`src/rtl/regfile_writeback.sv`:
```
// Generic synchronous FIFO: registered pointers and count, head data available combinationally.
// Latency: an entry pushed on one edge is visible at the head after that edge.
// Backpressure: full ignores push, empty ignores pop; caller gates with full/empty.
module fifo #(
    parameter int W     = 8,
    parameter int DEPTH = 4
) (
    input  logic                       clk,
    input  logic                       rst_n,
    input  logic                       push,
    input  logic [W-1:0]               push_dat,
    input  logic                       pop,
    output logic [W-1:0]               head_dat,
    output logic [$clog2(DEPTH):0]     cnt,
    output logic                       full,
    output logic                       empty
);
    localparam int AW = $clog2(DEPTH);
    localparam logic [AW:0] FULL_CNT = (AW+1)'(DEPTH);

    logic [W-1:0]  mem [DEPTH];
    logic [AW-1:0] wr_ptr;
    logic [AW-1:0] rd_ptr;
    logic          do_push;
    logic          do_pop;

    assign full     = (cnt == FULL_CNT);
    assign empty    = (cnt == '0);
    assign do_push  = push & ~full;
    assign do_pop   = pop & ~empty;
    assign head_dat = mem[rd_ptr];

    // DEPTH is a power of two, so pointer overflow is the wrap.
    always_ff @(posedge clk or negedge rst_n) begin
        if (!rst_n) begin
            wr_ptr <= '0;
            rd_ptr <= '0;
            cnt    <= '0;
        end else begin
            if (do_push) wr_ptr <= AW'(wr_ptr + 1'b1);
            if (do_pop)  rd_ptr <= AW'(rd_ptr + 1'b1);
            case ({do_push, do_pop})
                2'b10:   cnt <= (AW+1)'(cnt + 1'b1);
                2'b01:   cnt <= (AW+1)'(cnt - 1'b1);
                default: cnt <= cnt;
            endcase
        end
    end

    always_ff @(posedge clk) begin
        if (do_push) mem[wr_ptr] <= push_dat;
    end
endmodule

// Merges ALU results and buffered long-latency results onto one regfile write port; busy scoreboard.
// Latency: ALU 1 cycle, long-latency results 2 cycles minimum (no bypass around the buffer).
// Backpressure: ALU never stalls and preempts the buffer; b_ready_o drops only when the buffer is full.
module regfile_writeback #(
    parameter int XLEN       = 32,
    parameter int FIFO_DEPTH = 4
) (
    input  logic                          clk_i,
    input  logic                          rst_ni,
    input  logic                          a_valid_i,
    input  logic [4:0]                    a_rd_i,
    input  logic [XLEN-1:0]               a_data_i,
    input  logic                          b_valid_i,
    output logic                          b_ready_o,
    input  logic [4:0]                    b_rd_i,
    input  logic [XLEN-1:0]               b_data_i,
    input  logic                          issue_valid_i,
    input  logic [4:0]                    issue_rd_i,
    output logic [4:0]                    rd_o,
    output logic [XLEN-1:0]               rd_data_o,
    output logic [31:0]                   busy_o,
    output logic [$clog2(FIFO_DEPTH):0]   fifo_cnt_o
);
    typedef struct packed {
        logic [4:0]      rd;
        logic [XLEN-1:0] dat;
    } wb_t;

    wb_t         push_dat;
    wb_t         head_dat;
    logic        fifo_full;
    logic        fifo_empty;
    logic        a_wr;
    logic        b_push;
    logic        b_pop;
    logic [31:0] set_mask;
    logic [31:0] clr_mask;
    logic [31:0] busy_nxt;

    assign b_ready_o = rst_ni & ~fifo_full;
    assign push_dat  = '{rd: b_rd_i, dat: b_data_i};

    always_comb begin
        a_wr     = a_valid_i & (a_rd_i != 5'd0);
        // x0 results are accepted but never enter the buffer.
        b_push   = b_valid_i & b_ready_o & (b_rd_i != 5'd0);
        b_pop    = ~fifo_empty & ~a_wr;
        set_mask = '0;
        clr_mask = '0;
        if (issue_valid_i && issue_rd_i != 5'd0) set_mask[issue_rd_i] = 1'b1;
        if (b_pop) clr_mask[head_dat.rd] = 1'b1;
        // Set applied after clear so a reissue on the drain cycle stays busy.
        busy_nxt    = (busy_o & ~clr_mask) | set_mask;
        busy_nxt[0] = 1'b0;
    end

    fifo #(
        .W     ($bits(wb_t)),
        .DEPTH (FIFO_DEPTH)
    ) u_fifo (
        .clk      (clk_i),
        .rst_n    (rst_ni),
        .push     (b_push),
        .push_dat (push_dat),
        .pop      (b_pop),
        .head_dat (head_dat),
        .cnt      (fifo_cnt_o),
        .full     (fifo_full),
        .empty    (fifo_empty)
    );

    always_ff @(posedge clk_i or negedge rst_ni) begin
        if (!rst_ni) begin
            rd_o      <= 5'd0;
            rd_data_o <= '0;
            busy_o    <= '0;
        end else begin
            busy_o <= busy_nxt;
            if (a_wr) begin
                rd_o      <= a_rd_i;
                rd_data_o <= a_data_i;
            end else if (b_pop) begin
                rd_o      <= head_dat.rd;
                rd_data_o <= head_dat.dat;
            end else begin
                rd_o      <= 5'd0;
            end
        end
    end
endmodule

```
`config.mk`:
```
export PLATFORM = sky130hd
export DESIGN_NAME = regfile_writeback
export DESIGN_NICKNAME = d
export VERILOG_FILES = /design/src/rtl/regfile_writeback.sv
export SDC_FILE = /design/constraint.sdc
export NUM_CORES = 1
export LEC_CHECK = 0
export ABC_AREA = 1
export BUFFER_PORTS_ARGS = -buffer_cell sky130_fd_sc_hd__buf_2
export CAP_MARGIN = 20
export CORE_ASPECT_RATIO = 0.8
export CORE_MARGIN = 4
export CORE_UTILIZATION = 45
export CTS_CLUSTER_SIZE = 14
export DETAILED_ROUTE_END_ITERATION = 8
export GPL_TIMING_DRIVEN = 0
export PLACE_DENSITY = 0.66
export SLEW_MARGIN = 40
export SYNTH_ARGS = -nofsm -noshare
export SYNTH_HDL_FRONTEND = slang
export SYNTH_SLANG_ARGS = --single-unit
```
`constraint.sdc`:
```
create_clock -name clk_i -period 3.4 [get_ports clk_i]
set_input_delay 0.17 -clock clk_i [delete_from_list [all_inputs] [get_ports clk_i]]
set_output_delay 0.17 -clock clk_i [all_outputs]
set_load 0.005 [all_outputs]
```
======== After elaboration in Yosys (flattened, before gate mapping) ========
Memories as Yosys holds them, arrays and structs flattened.
Index checks and enable logic that the tools add are counted.
word-level totals
  bits in registers ....................... 75
  latch bits .............................. 0
  memory bits (writable) .................. 148
  ROM bits ................................ 0
  input port bits ......................... 84
  logic and storage cells ................. 53
  memories kept ........................... 1
memory list
  name        depth  width  read ports  clocked after Yosys merged registers in  wr ports  RTL line  RTL
  u_fifo.mem  4      37     1           0                                        1         21        logic [W-1:0] mem [DEPTH];
operators by class
  add/subtract/negate cells ............... 4
  $mul .................................... 0
  div/mod/pow operators ................... 0
  magnitude comparators ................... 4
  equality and inequality tests ........... 3
  shifts and indexed selects .............. 0
  muxes and demuxes ....................... 13
  bitwise operators ....................... 13
  reductions and logical operators ........ 9
operators with widths
  cell                 count
  $mux 32              4
  $and 32x32->32       1
  $not 32->32          1
  $or 32x32->32        1
  $reduce_bool 5->1    3
  $lt 5x6->1 const B   2
  $demux 1 s5          2
  $ge 5x1->1 const B   2
  $mux 5               2
  $and 1x1->1          7
  $pmux 3 s2           1
  $add 2x1->2 const B  2
  $mux 1               4
  $reduce_bool 2->1    2
  $add 3x1->3 const B  1
  $eq 3x3->1 const B   1
  $logic_and 1x1->1    3
  $logic_not 3->1      1
  $not 1->1            3
  $sub 3x1->3 const B  1
  $eq 2x1->1 const B   1
  $eq 2x2->1 const B   1

======== Depth between registers and ports, before layout ========
An unclocked memory read counts as a cell.
  depth after elaboration ................. 9
  depth in mapped cells ................... 11

======== Hierarchy ========
A second synthesis with hierarchy kept.
unflattened totals
  cell total of the unflattened synthesis .. 936
  area total of the unflattened synthesis .. 9733.1 sq um
by module, submodules not included
  module             times used  cells an instance  area each (sq um)  seq. area each (sq um)
  fifo               1           493                6344.8             4619.4
  regfile_writeback  1           443                3388.2             1701.6

======== Least setup slack after synthesis ========
Ideal clock, no wire load.
  path kind ............................... reg2reg
  start ................................... register u_fifo.cnt[0]
  end ..................................... memory u_fifo.mem[0][0] (netlist bit), enable pin
  data arrival time ....................... 2.605 ns
  data required time ...................... 2.969 ns
  path slack .............................. 0.364 ns
  cell stages (with the launch flop) ...... 5
  buffers on the path ..................... 0
  clock period less this slack ............ 3.036 ns
  cells stage by stage .................... dfrtp_1 > inv_1 > a31oi_1 > nand3_1 > nor2_1
on the way
  longest elaborated chain between the ends .. 8
RTL lines
  element                       RTL line  RTL
  from (decl)                   14        output logic [$clog2(DEPTH):0] cnt,
  from (signal assigned)        43        2'b10: cnt <= (AW+1)'(cnt + 1'b1);
  from (signal assigned)        44        2'b01: cnt <= (AW+1)'(cnt - 1'b1);
  from (signal assigned)        45        default: cnt <= cnt;
  $eq 3x3->1                    27        assign full = (cnt == FULL_CNT);
  $not 1->1                     94        assign b_ready_o = rst_ni & ~fifo_full;
  $and 1x1->1                   94
  named net b_ready_o           68        output logic b_ready_o,
  $and 1x1->1 (2 in series)     100       b_push = b_valid_i & b_ready_o & (b_rd_i != 5'd0);
  $and 1x1->1                   29        assign do_push = push & ~full;
  $mux 1                        51        if (do_push) mem[wr_ptr] <= push_dat;
  $mux 1 (implied by the code)  51
  to (decl)                     21
The timed path passes the listed nets, and every way through them passes these cells.

======== Worst setup path after layout ========
  start ................................... input rst_ni
  end ..................................... register u_fifo.cnt[2]
on the way
  longest elaborated chain between the ends .. 6
  elaborated cells between the ends (all ways) .. 8
RTL lines
  element                                          RTL line  RTL
  from (decl)                                      63        input logic rst_ni,
  $and 1x1->1 *                                    94
  $and 1x1->1 * (2 in series)                      100
  $and 1x1->1 *                                    29
  $eq 2x1->1 or $eq 2x2->1 (tied branches)         42        case ({do_push, do_pop})
  $pmux 3 s2 or $reduce_bool 2->1 (tied branches)  --
Mark *: on every way between the ends. The rest lies on a longest branch, timed or not.
A chain may end at the register's enable or synchronous reset.

==> metrics list <==
- Routed WL: 23.6 mm
- Arr. time, crit path: 3230 ps
- Number of cells produced by synthesis: 886
- Register-to-register setup slack: 930 ps
- Number of max-cap violations: 0
* RSZ-0062 raised after global routing: false
* Average instance area after synthesis: 10.5 um^2
- Proportion of register bits with asynchronous set or reset after synthesis: 0.336
- For this run, the total global-route usage over all layers was measured as 0.202.
* Seq pwr share: 0.407
- For this run, design rule violations remaining after detail routing come to 0.
- After detailed routing, the average wire length per cell comes to 16.5 um.
- Maximum number of pins on one net before global-route repair: 54
* Final total negative setup slack: 0 ps
- Global-route wire length before repair: 36.6 mm
* Mux contribution to synthesized area: 0
- Dominant combinational cell family by area after synthesis: simple AND/OR/NAND/NOR gates
- Summed over all cells, the static leakage comes to 5.22 nW.
* Horizontal die dimension: 169 um
* Data required time of the worst path: 3790 ps
- Internal power of the cells: 0.00606 W
- Number of synthesized flops with an enable pin: 148
- Clock network latency to the later pin of the worst-skew pair: 500 ps
- Antenna Diode Count: 0
* Max Root-Sink Buffers: 3
- The worst hold path belongs to the class in -> reg.
* CORE AREA: 0.0201 mm^2
- Nature of the critical path endpoint: flip-flop
- The number of global-route vias before repair is 6,813.
- Power per Cell Area: 767 mW/mm^2
* Cell accounting for the most synthesized area: edfxtp_1
- Share of post-route cells with drive strength above 1: 0.219
- 157 I/O pins were placed.
- For this run, the leading register cell type out of synthesis is edfxtp_1.
- The tightest hold path in the finished design has a slack of 54.4 ps.
* Sequential area share after synthesis: 0.680
- Clock period minus final worst setup slack: 2840 ps
- The initial antenna violation count came to 0.
- Hold Fails Final Rpt: 0
- Of the total synthesized cell area, the portion taken by full adders, half adders and majority gates is 0.00888.
- From synthesis to final layout, the design area changed by 30.4%.
* Slew HR: 0.560
- Of the total power, the share spent switching nets is 0.349.
- For this run, the post-layout net count is 1,241.
- Post-DP HPWL: 15.8 mm
* Complex-gate fraction of the synthesized area: 0.0475
- YS warnings: 0
* Synthesized Nets: 976
- Yosys attributes the largest share of cell area to edfxtp_1 48%, dfrtp_1 20%, nand2_1 15%, nand3_1 3.9%, o21ai_0 2.6%.
- TritonCTS Sinks: 223
- Area share of and/or/nand/nor cells after synthesis: 0.224
- Cells after DPL: 1,314
- Clock Pin Slew Worst Setup and Hold Paths: 60 ps
* Clock group share of total power: 0.252
- In this run the tool buffered the top-level ports with 154 buffer cells.
* Synthesized cell area: 0.00930 mm^2
* Clk Tree Root Cell: clkbuf_16
* Worst Clk Skew: 8.73 ps
* Std-Cell Rows: 46
* Maximum level of the CTS H-tree: 1
* Upper clock frequency limit: 352 MHz
- In this run the critical register-to-register path is captured at u_fifo.cnt[2]$_DFFE_PN0P_.
* Kind of launch point of the worst setup path: input port
* PostCTS Resize Cnt: 0
- Startpoint of the worst-slack reg-to-reg timing path: u_fifo.cnt[0]$_DFFE_PN0P_
- Final weighted congestion in routability-driven placement: 0.787
- Status: finished clean
- Starting utilization of the core area: 0.463
- Setup violations remaining at the end of the flow were counted as 0.
- Walking the worst path, the cells encountered are dlygate4sd3_1 > buf_6 > buf_16 > inv_1 > a31oi_1 > nand3_1 > ha_1 > fa_1 > a21oi_1 > o21ai_0 > xnor2_1.
- Of the post-synthesis cell area, the dominant cell type holds 0.478.
- The die covers 0.0230 mm^2.
* Cell type of the slowest stage on the worst timing path: dlygate4sd3_1
* Die Ht: 137 um
* Distinct cells, synth: 30
* Initial drt markers: 633
- TritonCTS built the clock tree.
* Critical path destination: u_fifo.cnt[2]$_DFFE_PN0P_
- The final-report max-slew violation count was 0.
* Switching pwr: 0.00325 W
* Largest fanout of any net on the critical path: 53
* Tcrit/Tclk final: 0.836
- Measured in cells, the most critical reg-to-reg path has a length of 8.
* Transition at the pin with the smallest max-transition slack: 657 ps
- The critical path starts at rst_ni.
* Vias per std cell: 4.96
* Type of the setup path with the least slack: in -> reg
- After global routing the overflow that remains totals 0.
* Area share of xor/xnor cells in the synthesized design: 0.00377
- The number of clock buffers added by TritonCTS is 22.
- Detailed-route via count: 7,100
- Residual antenna-violating net count after detailed routing: 0
- Of the total power, combinational logic draws 0.341.
- Worst stage delay on the critical path: 540 ps
- After synthesis the netlist holds a flip-flop and latch count of 223.
- Final cell count without fillers: 1,431
* IR drop worst, VDD: 0.401 mV
* Count of TritonRoute iterations in the first routing pass: 5
## timing repair
action                    4_1_cts  5_1_grt
hold endpoints to repair      260        0
hold buffers                   77        0
buffers inserted                0        0
## kinds of logic (layout without fill, tap and decap cells)
family,count (synthesis),in the layout
AO/OA/AOI/OAI,82,82
other,1,1
XOR/XNOR,4,4
adder cells (fa/ha/maj),6,6
flip-flops,223,223
buffers and inverters,69,350
AND/OR/NAND/NOR,501,501
## cell usage in the layout, fill, tap and decap left out, drive strengths merged, types with 13 or more instances in the layout
cell type / instances
edfxtp: 148
buf: 198
dlygate4sd3: 77
a21oi: 13
o21ai: 51
nand2: 376
inv: 31
dfrtp: 75
nand3: 72
nor2: 49
clkbuf: 31
## cells in the mapped netlist (3+ instances only)
master and n:
nand2_1 366, edfxtp_1 148, dfrtp_1 75, nand3_1 72, o21ai_0 49, nor2_1 37, inv_1 27, buf_2 25
a21oi_1 13, o22ai_1 10, nand2_2 9, nor2_4 8, buf_4 7, o211ai_1 7, ha_1 5, clkbuf_1 4
nor2_2 4, inv_2 3
## through the flow
step / worst slack, ps / utilization / area (um^2) / total power (W)
after CTS: 524 / 0.604 / 12100 / 0.00937
final: 558 / 0.604 / 12100 / 0.00931
after global routing: 261 / 0.604 / 12100 / 0.00993
after detailed placement: 552 / 0.531 / 10700 / 0.00695
after global placement: -2310 / 0.518 / 10400 / 0.00680
after floorplan: 364 / - / 9300 / 0.00567
## layer usage
metal  routed length [um]  GRT usage  up-vias
met2                10600      0.318      243
met3                 1660     0.0358       38
li1                     -          -     3500
met4                  405     0.0473        0
met1                10900      0.295     3319
met5                    0          0        -
## worst max-delay path: cells and delay by family
family | cells | cell delay [ps]
AO/OA/AOI/OAI | 3 | 420
buffers and inverters | 4 | 1170
adder cells (fa/ha/maj) | 2 | 820
XOR/XNOR | 1 | 140
AND/OR/NAND/NOR | 1 | 450
## flip-flops by register name (all words and copies together) (netlist names)
signal         flops
rd_o               5
rd_data_o         32
u_fifo.rd_ptr      2
u_fifo.mem       148
u_fifo.wr_ptr      2
busy_o            31
u_fifo.cnt         3
## power groups by stage
| stage | logic [W] | registers [W] | clock network (W) |
|---|---|---|---|
| 2_1_floorplan | 0.00181 | 0.00385 | 0 |
| 4_1_cts | 0.00320 | 0.00378 | 0.00239 |
| 6_report | 0.00317 | 0.00379 | 0.00235 |
| 3_5_place_dp | 0.00312 | 0.00383 | 0 |
| 5_1_grt | 0.00356 | 0.00385 | 0.00251 |
| 3_3_place_gp | 0.00296 | 0.00385 | 0 |
## worst min-delay path by stage
| stage | start | cells after the start | to | slack (ps) |
|---|---|---|---|---|
| 5_1_grt | issue_rd_i[2] | 5 | busy_o[15]$_DFF_PN0_ | 80 |
| 3_5_place_dp | rst_ni | 1 | rd_data_o[20]$_DFFE_PN0P_ | 60 |
| 4_1_cts | issue_rd_i[4] | 4 | busy_o[4]$_DFF_PN0_ | 30 |
| 2_1_floorplan | rst_ni | 0 | busy_o[10]$_DFF_PN0_ | -130 |
| 6_report | issue_rd_i[4] | 4 | busy_o[4]$_DFF_PN0_ | 50 |
| 3_3_place_gp | b_data_i[30] | 1 | u_fifo.mem[0][30]$_DFFE_PP_ | 380 |
## cell type report
class	count	area (um^2)
Fill cell	1636	7960
Sequential cell	223	6320
Multi-Input combinational cell	594	2680
Timing Repair Buffer	241	1770
Clock buffer	27	591
Tap cell	264	330
Buffer	38	215
Inverter	31	119
Clock inverter	13	103
No activity file was read; power rests on OpenSTA's default activity.
